`config.mk`:
```
export PLATFORM = sky130hd
export DESIGN_NAME = mips_multicycle_ctrl
export DESIGN_NICKNAME = d
export VERILOG_FILES = /design/src/rtl/mips_ctrl_pkg.sv /design/src/rtl/mips_ctrl_decode.sv /design/src/rtl/mips_multicycle_ctrl.sv
export SDC_FILE = /design/constraint.sdc
export NUM_CORES = 1
export LEC_CHECK = 0
export CAP_MARGIN = 25
export CORE_MARGIN = 1
export CORE_UTILIZATION = 48
export DETAILED_ROUTE_END_ITERATION = 8
export PLACE_DENSITY = 0.87
export SLEW_MARGIN = 15
export SYNTH_ARGS = -nofsm -noshare
export SYNTH_HDL_FRONTEND = slang
export SYNTH_SLANG_ARGS = --single-unit
```
`constraint.sdc`:
```
create_clock -name CLK -period 4.05 [get_ports CLK]
set_input_delay 1.215 -clock CLK [delete_from_list [all_inputs] [get_ports CLK]]
set_output_delay 1.215 -clock CLK [all_outputs]
set_load 0.1 [all_outputs]
```
`src/rtl/mips_ctrl_pkg.sv`:
```
// -----------------------------------------------------------------------------
// mips_ctrl_pkg
// Shared definitions for the MIPS control logic: FSM state encodings (also
// exported on the debug port), opcode/funct constants, instruction classes
// and the pc_sel / wb_sel mux codes driven into the datapath.
// -----------------------------------------------------------------------------
package mips_ctrl_pkg;

  typedef enum logic [2:0] {
    ST_LOAD   = 3'd0,
    ST_FETCH  = 3'd1,
    ST_DECODE = 3'd2,
    ST_EXEC   = 3'd3,
    ST_MEM    = 3'd4,
    ST_WB     = 3'd5,
    ST_HALT   = 3'd6,
    ST_TRAP   = 3'd7
  } state_e;

  typedef enum logic [2:0] {
    CLS_ALU     = 3'd0,  // register-writing ALU op, goes through WB
    CLS_LOAD    = 3'd1,
    CLS_STORE   = 3'd2,
    CLS_BRANCH  = 3'd3,  // beq/bne/j/jr: retire in EXEC, no register write
    CLS_JAL     = 3'd4,  // retire in EXEC with link write
    CLS_HALT    = 3'd5,
    CLS_ILLEGAL = 3'd6
  } instr_class_e;

  localparam logic [5:0] OP_RTYPE = 6'h00;
  localparam logic [5:0] OP_J     = 6'h02;
  localparam logic [5:0] OP_JAL   = 6'h03;
  localparam logic [5:0] OP_BEQ   = 6'h04;
  localparam logic [5:0] OP_BNE   = 6'h05;
  localparam logic [5:0] OP_ADDI  = 6'h08;
  localparam logic [5:0] OP_SLTI  = 6'h0A;
  localparam logic [5:0] OP_ORI   = 6'h0D;
  localparam logic [5:0] OP_LW    = 6'h23;
  localparam logic [5:0] OP_SW    = 6'h2B;
  localparam logic [5:0] OP_HALT  = 6'h3F;

  localparam logic [5:0] FN_JR    = 6'h08;

  localparam logic [1:0] PC_NEXT   = 2'd0;
  localparam logic [1:0] PC_BRANCH = 2'd1;
  localparam logic [1:0] PC_JUMP   = 2'd2;
  localparam logic [1:0] PC_REG    = 2'd3;

  localparam logic [1:0] WB_RESULT = 2'd0;
  localparam logic [1:0] WB_MEM    = 2'd1;
  localparam logic [1:0] WB_LINK   = 2'd2;

endpackage

```
`src/rtl/mips_ctrl_decode.sv`:
```
// -----------------------------------------------------------------------------
// mips_ctrl_decode
// Pure combinational instruction decode shared by control units.
// Ports:
//   op, funct  : instruction fields Ins[31:26], Ins[5:0]
//   zero       : EX equality flag, resolves beq/bne direction
//   cls        : instruction class
//   pc_sel     : next-PC source for instructions that redirect or retire
//   wb_sel     : register write-back source
//   legal      : opcode is known (halt included)
// -----------------------------------------------------------------------------
module mips_ctrl_decode
  import mips_ctrl_pkg::*;
(
  input  logic [5:0]   op,
  input  logic [5:0]   funct,
  input  logic         zero,
  output instr_class_e cls,
  output logic [1:0]   pc_sel,
  output logic [1:0]   wb_sel,
  output logic         legal
);

  always_comb begin
    cls    = CLS_ILLEGAL;
    pc_sel = PC_NEXT;
    wb_sel = WB_RESULT;
    case (op)
      OP_RTYPE: begin
        if (funct == FN_JR) begin
          cls    = CLS_BRANCH;
          pc_sel = PC_REG;
        end else begin
          cls = CLS_ALU;
        end
      end
      OP_ADDI, OP_ORI, OP_SLTI: cls = CLS_ALU;
      OP_LW: begin
        cls    = CLS_LOAD;
        wb_sel = WB_MEM;
      end
      OP_SW:  cls = CLS_STORE;
      OP_BEQ: begin
        cls    = CLS_BRANCH;
        pc_sel = zero ? PC_BRANCH : PC_NEXT;
      end
      OP_BNE: begin
        cls    = CLS_BRANCH;
        pc_sel = zero ? PC_NEXT : PC_BRANCH;
      end
      OP_J: begin
        cls    = CLS_BRANCH;
        pc_sel = PC_JUMP;
      end
      OP_JAL: begin
        cls    = CLS_JAL;
        pc_sel = PC_JUMP;
        wb_sel = WB_LINK;
      end
      OP_HALT: cls = CLS_HALT;
      default: cls = CLS_ILLEGAL;
    endcase
    legal = (cls != CLS_ILLEGAL);
  end

endmodule

```
`src/rtl/mips_multicycle_ctrl.sv`:
```
// -----------------------------------------------------------------------------
// mips_multicycle_ctrl
// Main control FSM of the multicycle MIPS core. Sequences LOAD, FETCH, DECODE,
// EXEC, MEM and WB, handshakes with wait-state memories and counts retired
// instructions.
// Ports:
//   CLK, RST        : clock (rising edge), asynchronous active-low reset
//   WE              : instruction-memory load in progress, blocks fetching
//   op, funct, zero : instruction fields and EX equality flag
//   i_ack, d_ack    : instruction / data memory completion
//   i_req, ir_we    : fetch request, instruction register load
//   pc_we, pc_sel   : PC load strobe and next-PC source
//   d_req, d_wr     : data memory request and direction (1 = store)
//   reg_we, wb_sel  : register file write strobe and source
//   state           : current state (debug)
//   halted, err     : sticky halt / trap indications
//   retired         : retired-instruction count, wraps
// -----------------------------------------------------------------------------
module mips_multicycle_ctrl
  import mips_ctrl_pkg::*;
#(
  parameter int ACK_TIMEOUT = 16,
  parameter int CNT_W       = 32
) (
  input  logic             CLK,
  input  logic             RST,
  input  logic             WE,
  input  logic [5:0]       op,
  input  logic [5:0]       funct,
  input  logic             zero,
  input  logic             i_ack,
  input  logic             d_ack,
  output logic             i_req,
  output logic             ir_we,
  output logic             pc_we,
  output logic [1:0]       pc_sel,
  output logic             d_req,
  output logic             d_wr,
  output logic             reg_we,
  output logic [1:0]       wb_sel,
  output logic [2:0]       state,
  output logic             halted,
  output logic             err,
  output logic [CNT_W-1:0] retired
);

  localparam int              TMO_W    = $clog2(ACK_TIMEOUT + 1);
  localparam logic [TMO_W-1:0] TMO_LAST = TMO_W'(ACK_TIMEOUT - 1);

  state_e             state_q, state_d;
  logic [TMO_W-1:0]   tmo_q, tmo_d;
  logic [CNT_W-1:0]   retired_q, retired_d;

  instr_class_e       cls;
  logic [1:0]         dec_pc_sel;
  logic [1:0]         dec_wb_sel;
  logic               dec_legal;
  logic               tmo_hit;
  logic               halt_retire;
  state_e             done_state;

  mips_ctrl_decode u_decode (
    .op     (op),
    .funct  (funct),
    .zero   (zero),
    .cls    (cls),
    .pc_sel (dec_pc_sel),
    .wb_sel (dec_wb_sel),
    .legal  (dec_legal)
  );

  // Last allowed wait cycle: no ack now means the memory is considered dead.
  assign tmo_hit = (tmo_q == TMO_LAST);

  // A completing instruction parks the core in LOAD if a memory load started.
  assign done_state = WE ? ST_LOAD : ST_FETCH;

  always_ff @(posedge CLK or negedge RST) begin
    if (!RST) begin
      state_q   <= ST_LOAD;
      tmo_q     <= '0;
      retired_q <= '0;
    end else begin
      state_q   <= state_d;
      tmo_q     <= tmo_d;
      retired_q <= retired_d;
    end
  end

  always_comb begin
    state_d     = state_q;
    i_req       = 1'b0;
    ir_we       = 1'b0;
    pc_we       = 1'b0;
    pc_sel      = PC_NEXT;
    d_req       = 1'b0;
    d_wr        = 1'b0;
    reg_we      = 1'b0;
    wb_sel      = WB_RESULT;
    halt_retire = 1'b0;

    case (state_q)
      ST_LOAD: begin
        if (!WE) state_d = ST_FETCH;
      end
      ST_FETCH: begin
        i_req = 1'b1;
        if (i_ack) begin
          ir_we   = 1'b1;
          state_d = ST_DECODE;
        end else if (tmo_hit) begin
          state_d = ST_TRAP;
        end
      end
      ST_DECODE: begin
        if (cls == CLS_HALT) begin
          state_d     = ST_HALT;
          halt_retire = 1'b1;
        end else if (dec_legal) begin
          state_d = ST_EXEC;
        end else begin
          state_d = ST_TRAP;
        end
      end
      ST_EXEC: begin
        case (cls)
          CLS_BRANCH: begin
            pc_we   = 1'b1;
            pc_sel  = dec_pc_sel;
            state_d = done_state;
          end
          CLS_JAL: begin
            pc_we   = 1'b1;
            pc_sel  = dec_pc_sel;
            reg_we  = 1'b1;
            wb_sel  = dec_wb_sel;
            state_d = done_state;
          end
          CLS_LOAD, CLS_STORE: state_d = ST_MEM;
          CLS_ALU:             state_d = ST_WB;
          default:             state_d = ST_TRAP;
        endcase
      end
      ST_MEM: begin
        d_req = 1'b1;
        d_wr  = (cls == CLS_STORE);
        if (d_ack) begin
          if (cls == CLS_STORE) begin
            pc_we   = 1'b1;
            pc_sel  = PC_NEXT;
            state_d = done_state;
          end else begin
            state_d = ST_WB;
          end
        end else if (tmo_hit) begin
          state_d = ST_TRAP;
        end
      end
      ST_WB: begin
        reg_we  = 1'b1;
        wb_sel  = dec_wb_sel;
        pc_we   = 1'b1;
        pc_sel  = PC_NEXT;
        state_d = done_state;
      end
      ST_HALT, ST_TRAP: state_d = state_q;
      default:          state_d = ST_TRAP;
    endcase

    // Wait counter restarts on every state change, so entry to FETCH/MEM sees 0.
    if (state_d != state_q) begin
      tmo_d = '0;
    end else if (state_q == ST_FETCH || state_q == ST_MEM) begin
      tmo_d = tmo_q + 1'b1;
    end else begin
      tmo_d = tmo_q;
    end

    retired_d = retired_q + CNT_W'(pc_we | halt_retire);
  end

  assign state   = state_q;
  assign halted  = (state_q == ST_HALT);
  assign err     = (state_q == ST_TRAP);
  assign retired = retired_q;

endmodule

```
==> results.sh <==
export IMPL_violations="DRC"
export IMPL_r2r_end="retired[30]"
export IMPL_rows=24
export IMPL_synthesis_area_um2=2300
export IMPL_fin_skew_ns=0.006003
export IMPL_hp_start="retired[31]"
export IMPL_cts_max_level=2
export IMPL_regArea_um2=1001
export IMPL_hold_viol_final=0
export IMPL_timing_final_max_slew_violations=0
export IMPL_ioPinCount=65
export IMPL_power_total_mw=1.854
export IMPL_setup_viol=0
export IMPL_clk_latency_ns=0.30
export IMPL_critPathMaxFanout=4
export IMPL_hold_depth=1
export IMPL_ys_top_cells_by_count="dfrtp_1, xnor2_1, nor2_1, nand2_1, nand3_1"
export IMPL_critPathSlowestCell="nor4_4"
export IMPL_fmax_ghz=0.2530
export IMPL_nets=352
export IMPL_ctsRootBufferMaster="clkbuf_8"
export IMPL_cp_start_kind="input pin"
export IMPL_grt_pass1_wl_mm=9.363
export IMPL_post_route_cell_area_um2=3357
export IMPL_yosysTopAreaCell="dfrtp_1"
export IMPL_p_leak_nw=1.483
export IMPL_power_density_nw_per_um2=552.3
export IMPL_grt_antenna_before_repair=0
export IMPL_drive_gt1_share_pct=21.45
export IMPL_area_growth_pct=45.97
export IMPL_core_area_um2=4474
export IMPL_rrSetupSlack_ns=0.99
export IMPL_drc=6
export IMPL_fin_hold_ws_ns=0.4739
export IMPL_synth_most_common_cell="dfrtp_1"
export IMPL_tritoncts="yes"
export IMPL_placed_area_um2=3213
export IMPL_grt_total_usage_pct=23.46
export IMPL_fin_crit_ns=3.953
export IMPL_ys_async_sr_fraction_pct=100.0
export IMPL_critPathRequiredTime_ns=2.83
export IMPL_io_buffers=64
export IMPL_worstSetupPathType="input pin to output port"
export IMPL_cp_arrival_ns=2.74
export IMPL_peakVddDrop_mv=0.5849
export IMPL_worst_pin_slew_ns=0.9880
export IMPL_synth_edf_count=0
export IMPL_cpPeakStageDelay_ns=0.38
export IMPL_die_w_um=71.22
export IMPL_netlist_instances=244
export IMPL_cp_startpoint="op[4]"
export IMPL_vias=2138
export IMPL_r2r_start="state[0]"
export IMPL_post_route_period_util_pct=97.60
export IMPL_cts_made_buffers=5
export IMPL_critPathBufInv=2
export IMPL_die_area_um2=5072
export IMPL_hold_path_class="flop to flop"
export IMPL_clk_pin_slew_ns=0.08
export IMPL_routed_wirelength_mm=5.451
export IMPL_status="finished with violations"
export IMPL_crit_cells=6
export IMPL_min_to="retired[31]"
export IMPL_path_delay_family="simple AND/OR/NAND/NOR gates"
export IMPL_overflow=0
export IMPL_gp_congestion=0.8706
export IMPL_max_slew_margin_rel_pct=33.93
export IMPL_synth_seq_cells=40
export IMPL_multiInputGateArea_um2=1290
export IMPL_synth_top_cell_area_share_pct=43.53
export IMPL_ant_nets=0
export IMPL_wire_per_inst_um=14.23
export IMPL_grt_pass1_vias=2054
export IMPL_syn_area_per_cell_um2=9.425
export IMPL_cts_sinks=40
export IMPL_hpwl_mm=4.183
export IMPL_antenna_cells=0
export IMPL_via_per_inst=5.582
export IMPL_dr_pass1_iters=9
export IMPL_synth_nets=266
export IMPL_yosysWarnings=0
export IMPL_drv_cap=0
export IMPL_worst_r2r_path_depth=14
export IMPL_hold_buffers=0
export IMPL_synth_cell_types=46
export IMPL_setup_tns_ns=0
export IMPL_grt_max_degree=41
export IMPL_synth_seq_area_share_pct=43.53
export IMPL_fill_cells=319
export IMPL_path_cells="dlygate4sd2_1, nor4_4, nand3_1, a21oi_2, o211a_2, buf_12"
export IMPL_cts_max_path_buffers=2
export IMPL_synthTopCellsByArea="dfrtp_1, xnor2_1, nor2_1"
export IMPL_die_h_um=71.22
export IMPL_start_util_pct=51.40
export IMPL_rsz0062_at_grt="no"
export IMPL_cp_end_kind="output port"
export IMPL_drt_initial_drc_count=133
export IMPL_synth_ff_type="dfrtp_1"
## state kept, by name, indices dropped and copies added (netlist names)
| register | cells |
|---|---|
| retired | 32 |
| state | 3 |
| tmo_q | 5 |
## per-stage QoR
step | instances | setup WS, ns | utilization, %
after floorplan | 244 | -0.01171 | -
after global placement | 372 | -0.1209 | 71.81
after detailed placement | 372 | -0.2075 | 71.81
after CTS | 382 | 0.005205 | 74.64
after global routing | 383 | 0.01112 | 75.03
final | 383 | 0.09711 | 75.03
## per-layer routing
| layer | track usage, % | share of wire [%] | vias to the layer above |
|---|---|---|---|
| met5 | 0 | 0 | - |
| met4 | 9.778 | 2.2 | 0 |
| met3 | 4.782 | 6.2 | 13 |
| met2 | 41.16 | 51 | 89 |
| met1 | 28.07 | 41 | 1005 |
| li1 | - | - | 1031 |
## worst reg2reg max path, stage by stage, from the launching register on
cell and delay (ns):
dfrtp_1 0.62, inv_1 0.18, nor2_1 0.22, nand2_1 0.16, a21oi_2 0.24, buf_4 0.14, or3_1 0.09, ha_1 0.16
ha_1 0.17, inv_1 0.08, nor3_2 0.22, and4_1 0.23, and3_1 0.19, nand4_1 0.12, xnor2_1 0.14
## power by group
group | internal (mW) | switching, mW | total, mW
sequential | 0.451 | 0.103 | 0.553
combinational | 0.283 | 0.749 | 1.03
clock | 0.136 | 0.133 | 0.269
## layout make-up
| cell class | instances | share of cell area [%] |
|---|---|---|
| tap | 52 | 1.938 |
| multi-input combinational | 185 | 38.43 |
| sequential | 40 | 29.82 |
| timing repair buffer | 88 | 25.94 |
| clock buffer | 6 | 2.460 |
| clock inverter | 2 | 0.2982 |
| inverter | 10 | 1.118 |
## cell usage in the layout (no fill, tap or decap), types with 2 or more instances in the layout
cell and count:
clkdlybuf4s50_1 38, nor4_4 3, and4_1 3, nor2b_2 2, and2_1 2, nor2_1 24, nor4b_1 2, o21a_1 3
a21oi_1 3, nor3_2 2, or3_1 2, nand3b_1 2, o211ai_1 3, xor2_1 7, or2_2 3, and3_1 4
nor3b_1 2, nand3_1 13, xnor2_1 27, nor2b_1 2, nand4_1 10, nand2b_1 3, nand2_1 23, dfrtp_1 40
a21oi_2 2, buf_12 8, o21ai_0 7, ha_1 4, buf_4 32, clkbuf_8 6, a31oi_1 2, nor3_1 5
dlygate4sd2_1 7, clkinv_2 2, inv_1 10, a211oi_1 4
## how the worst max path moves through the flow
| stage | end |
|---|---|
| after floorplan | pc_sel[0] |
| after global placement | pc_sel[1] |
| after detailed placement | pc_sel[0] |
| after CTS | pc_sel[0] |
| after global routing | reg_we |
| final | pc_sel[1] |
## cells by family after synthesis
group	share of synthesized area [%]
AO/OA/AOI/OAI	8.705
XOR/XNOR	12.95
adder cells (fa/ha/maj)	2.176
buffers and inverters	3.428
flip-flops	43.53
multiplexers	0.4353
AND/OR/NAND/NOR	28.78
## timing repair
item | in CTS | in global routing
setup endpoints to repair | 6 | 3
gates resized for setup | 13 | 3
buffers inserted | 2 | 1
pin swaps | 6 | 4
No activity file was read; power rests on OpenSTA's default activity.
==> variant, RTL diff (same settings) <==
Set the parameter `CNT_W` to 64 (it was 32).
--- a/src/rtl/mips_multicycle_ctrl.sv
+++ b/src/rtl/mips_multicycle_ctrl.sv
@@ -20,7 +20,7 @@
   import mips_ctrl_pkg::*;
 #(
   parameter int ACK_TIMEOUT = 16,
-  parameter int CNT_W       = 32
+  parameter int CNT_W       = 64
 ) (
   input  logic             CLK,
   input  logic             RST,
Ports: changed (resized retired); port bits go from 65 to 97. No check against the original RTL was run, so the function may have changed too.
==> variant against the unedited design <==
First-iteration DRC count rose by 4.5%. Power up 43%. Die area rose by 65%. Synthesized cell count increased by 58%. Clock skew increased by 0.0061 ns. Combinational power increased by 14%. Setup slack worse by 0.072 ns. Cell area up 69%. Critical path depth is 4 higher. Wire length up 82%. Final cell count up 67%. Worst hold slack better by 0.0036 ns. Area after synthesis is 67% higher. Sequential cell count increased by 32. Critical path type unchanged. Critical endpoint is now pc_sel[0].
==> variant: results (changes against the unedited design) <==
synth unique cells 54 (+17%); slew margin rel. 34.3% (+0.40 points); status finished, final reports clean; fin nets 555 (+58%); GPL Wtd Cong 0.857 (-1.6%); H-tree depth 3 (+1); DRT Pass-1 Iters 5 (-4); post-place setup slack -0.603 ns (-0.395 ns); first-pass GRT wire length 16.3 mm (+74%); FILL cells 538 (+69%); drt total wl 9.94 mm (+82%); R2R Path End retired[28]$_DFF_PN0_; worst r2r src state[1]$_DFF_PN0_; DR vias 3,470 (+62%); Layout Skew 0.0121 ns (+0.00614 ns); max reg flops 64 (+100%); Cell Count Post-Placement 619 (+66%); number of global-route vias before repair 3,405 (+66%); port bufs 96 (+50%); Syn Area/Cell 9.97 sq um (+5.8%); largest net degree at the start of global routing 28 (-32%); Max IR drop VDD 736 uV (+26%); R2R cell count 12 (-2); Max stage delay on crit path 0.27 ns (-0.11 ns); Crit Path Max Fanout 5 (+1); Seq/Total Area, Yosys 46.8% (+3.3 points); Skew-Pair Late Insertion Delay 0.34 ns (+0.04 ns); critical path data arrival time 2.81 ns (+0.07 ns); 1st-iter DRT viols 139 (+4.5%); fraction of layout cells with a size suffix above 1 25.9% (+4.4 points); CTS Buf Count 9 (+4); drt wl/cell 15.6 um (+9.3%); worst hold start retired[63]$_DFF_PN0_
[variant: cell count changes in the layout (fill, tap and decap cells not counted), sizes merged, moves of 4 or more]
cell           delta
buf              +33
dfrtp            +32
and3              +7
clkbuf            +9
xnor2            +18
nor4              +4
dlygate4sd2       -4
nand2            +18
clkdlybuf4s50    +25
xor2             +14
nor2             +16
nand3            +17
nand4             +4
[variant: routing by layer]
metal  GRT usage, %  up-vias  wire, um
met5              0        -         0
met4           6.48        0       115
met3           6.62       10       615
met2           43.4      146      5210
met1           29.9     1681      4000
li1               -     1633         -
[variant: cell type report]
cell class                 instances  share of cell area (%)
multi-input combinational        291                    36.9
sequential                        72                    31.8
timing repair buffer             146                    24.5
clock buffer                      10                    2.25
tap                              102                    2.25
clock inverter                     5                    1.46
inverter                          13                   0.861
[variant: report_power, final]
part | internal [mW] | switching (mW) | total (mW)
clock network | 0.343 | 0.262 | 0.605
logic | 0.345 | 0.824 | 1.17
registers | 0.767 | 0.112 | 0.878
total | 1.46 | 1.20 | 2.65
[variant: what timing repair did]
item / in CTS / in global routing
resized for setup: 46 / 24
setup endpoints to repair: 35 / 22
setup buffers: 3 / 1
pin swaps: 9 / 6
gates cloned: 0 / 1
[variant: through the flow]
step | hold slack, ns | area [sq um]
6_report | 0.478 | 5670
3_3_place_gp | 0.458 | 5330
2_1_floorplan | 0.544 | 3940
3_5_place_dp | 0.476 | 5330
4_1_cts | 0.491 | 5600
5_1_grt | 0.499 | 5670
[variant: kinds of logic after synthesis]
logic type	after synthesis	share of synthesized area, %
xor gates and xnor gates	66	15.0
adders and majority gates	4	1.30
AOI/OAI and AO/OA	35	7.48
DFF	72	46.8
muxes	2	0.650
buffers and inverters	23	2.86
and+or+nand+nor	184	25.9
[variant: worst max path at each step]
stage	cells past startpoint	slack, ns	to	from
floorplan	7	-0.07	wb_sel[0]	op[0]
global placement	9	-0.45	wb_sel[0]	op[2]
detailed placement	15	-0.60	retired[28]$_DFF_PN0_	op[0]
CTS	10	0.008	pc_sel[0]	funct[5]
global route	17	-0.05	retired[58]$_DFF_PN0_	op[0]
finish	10	0.02	pc_sel[0]	op[1]
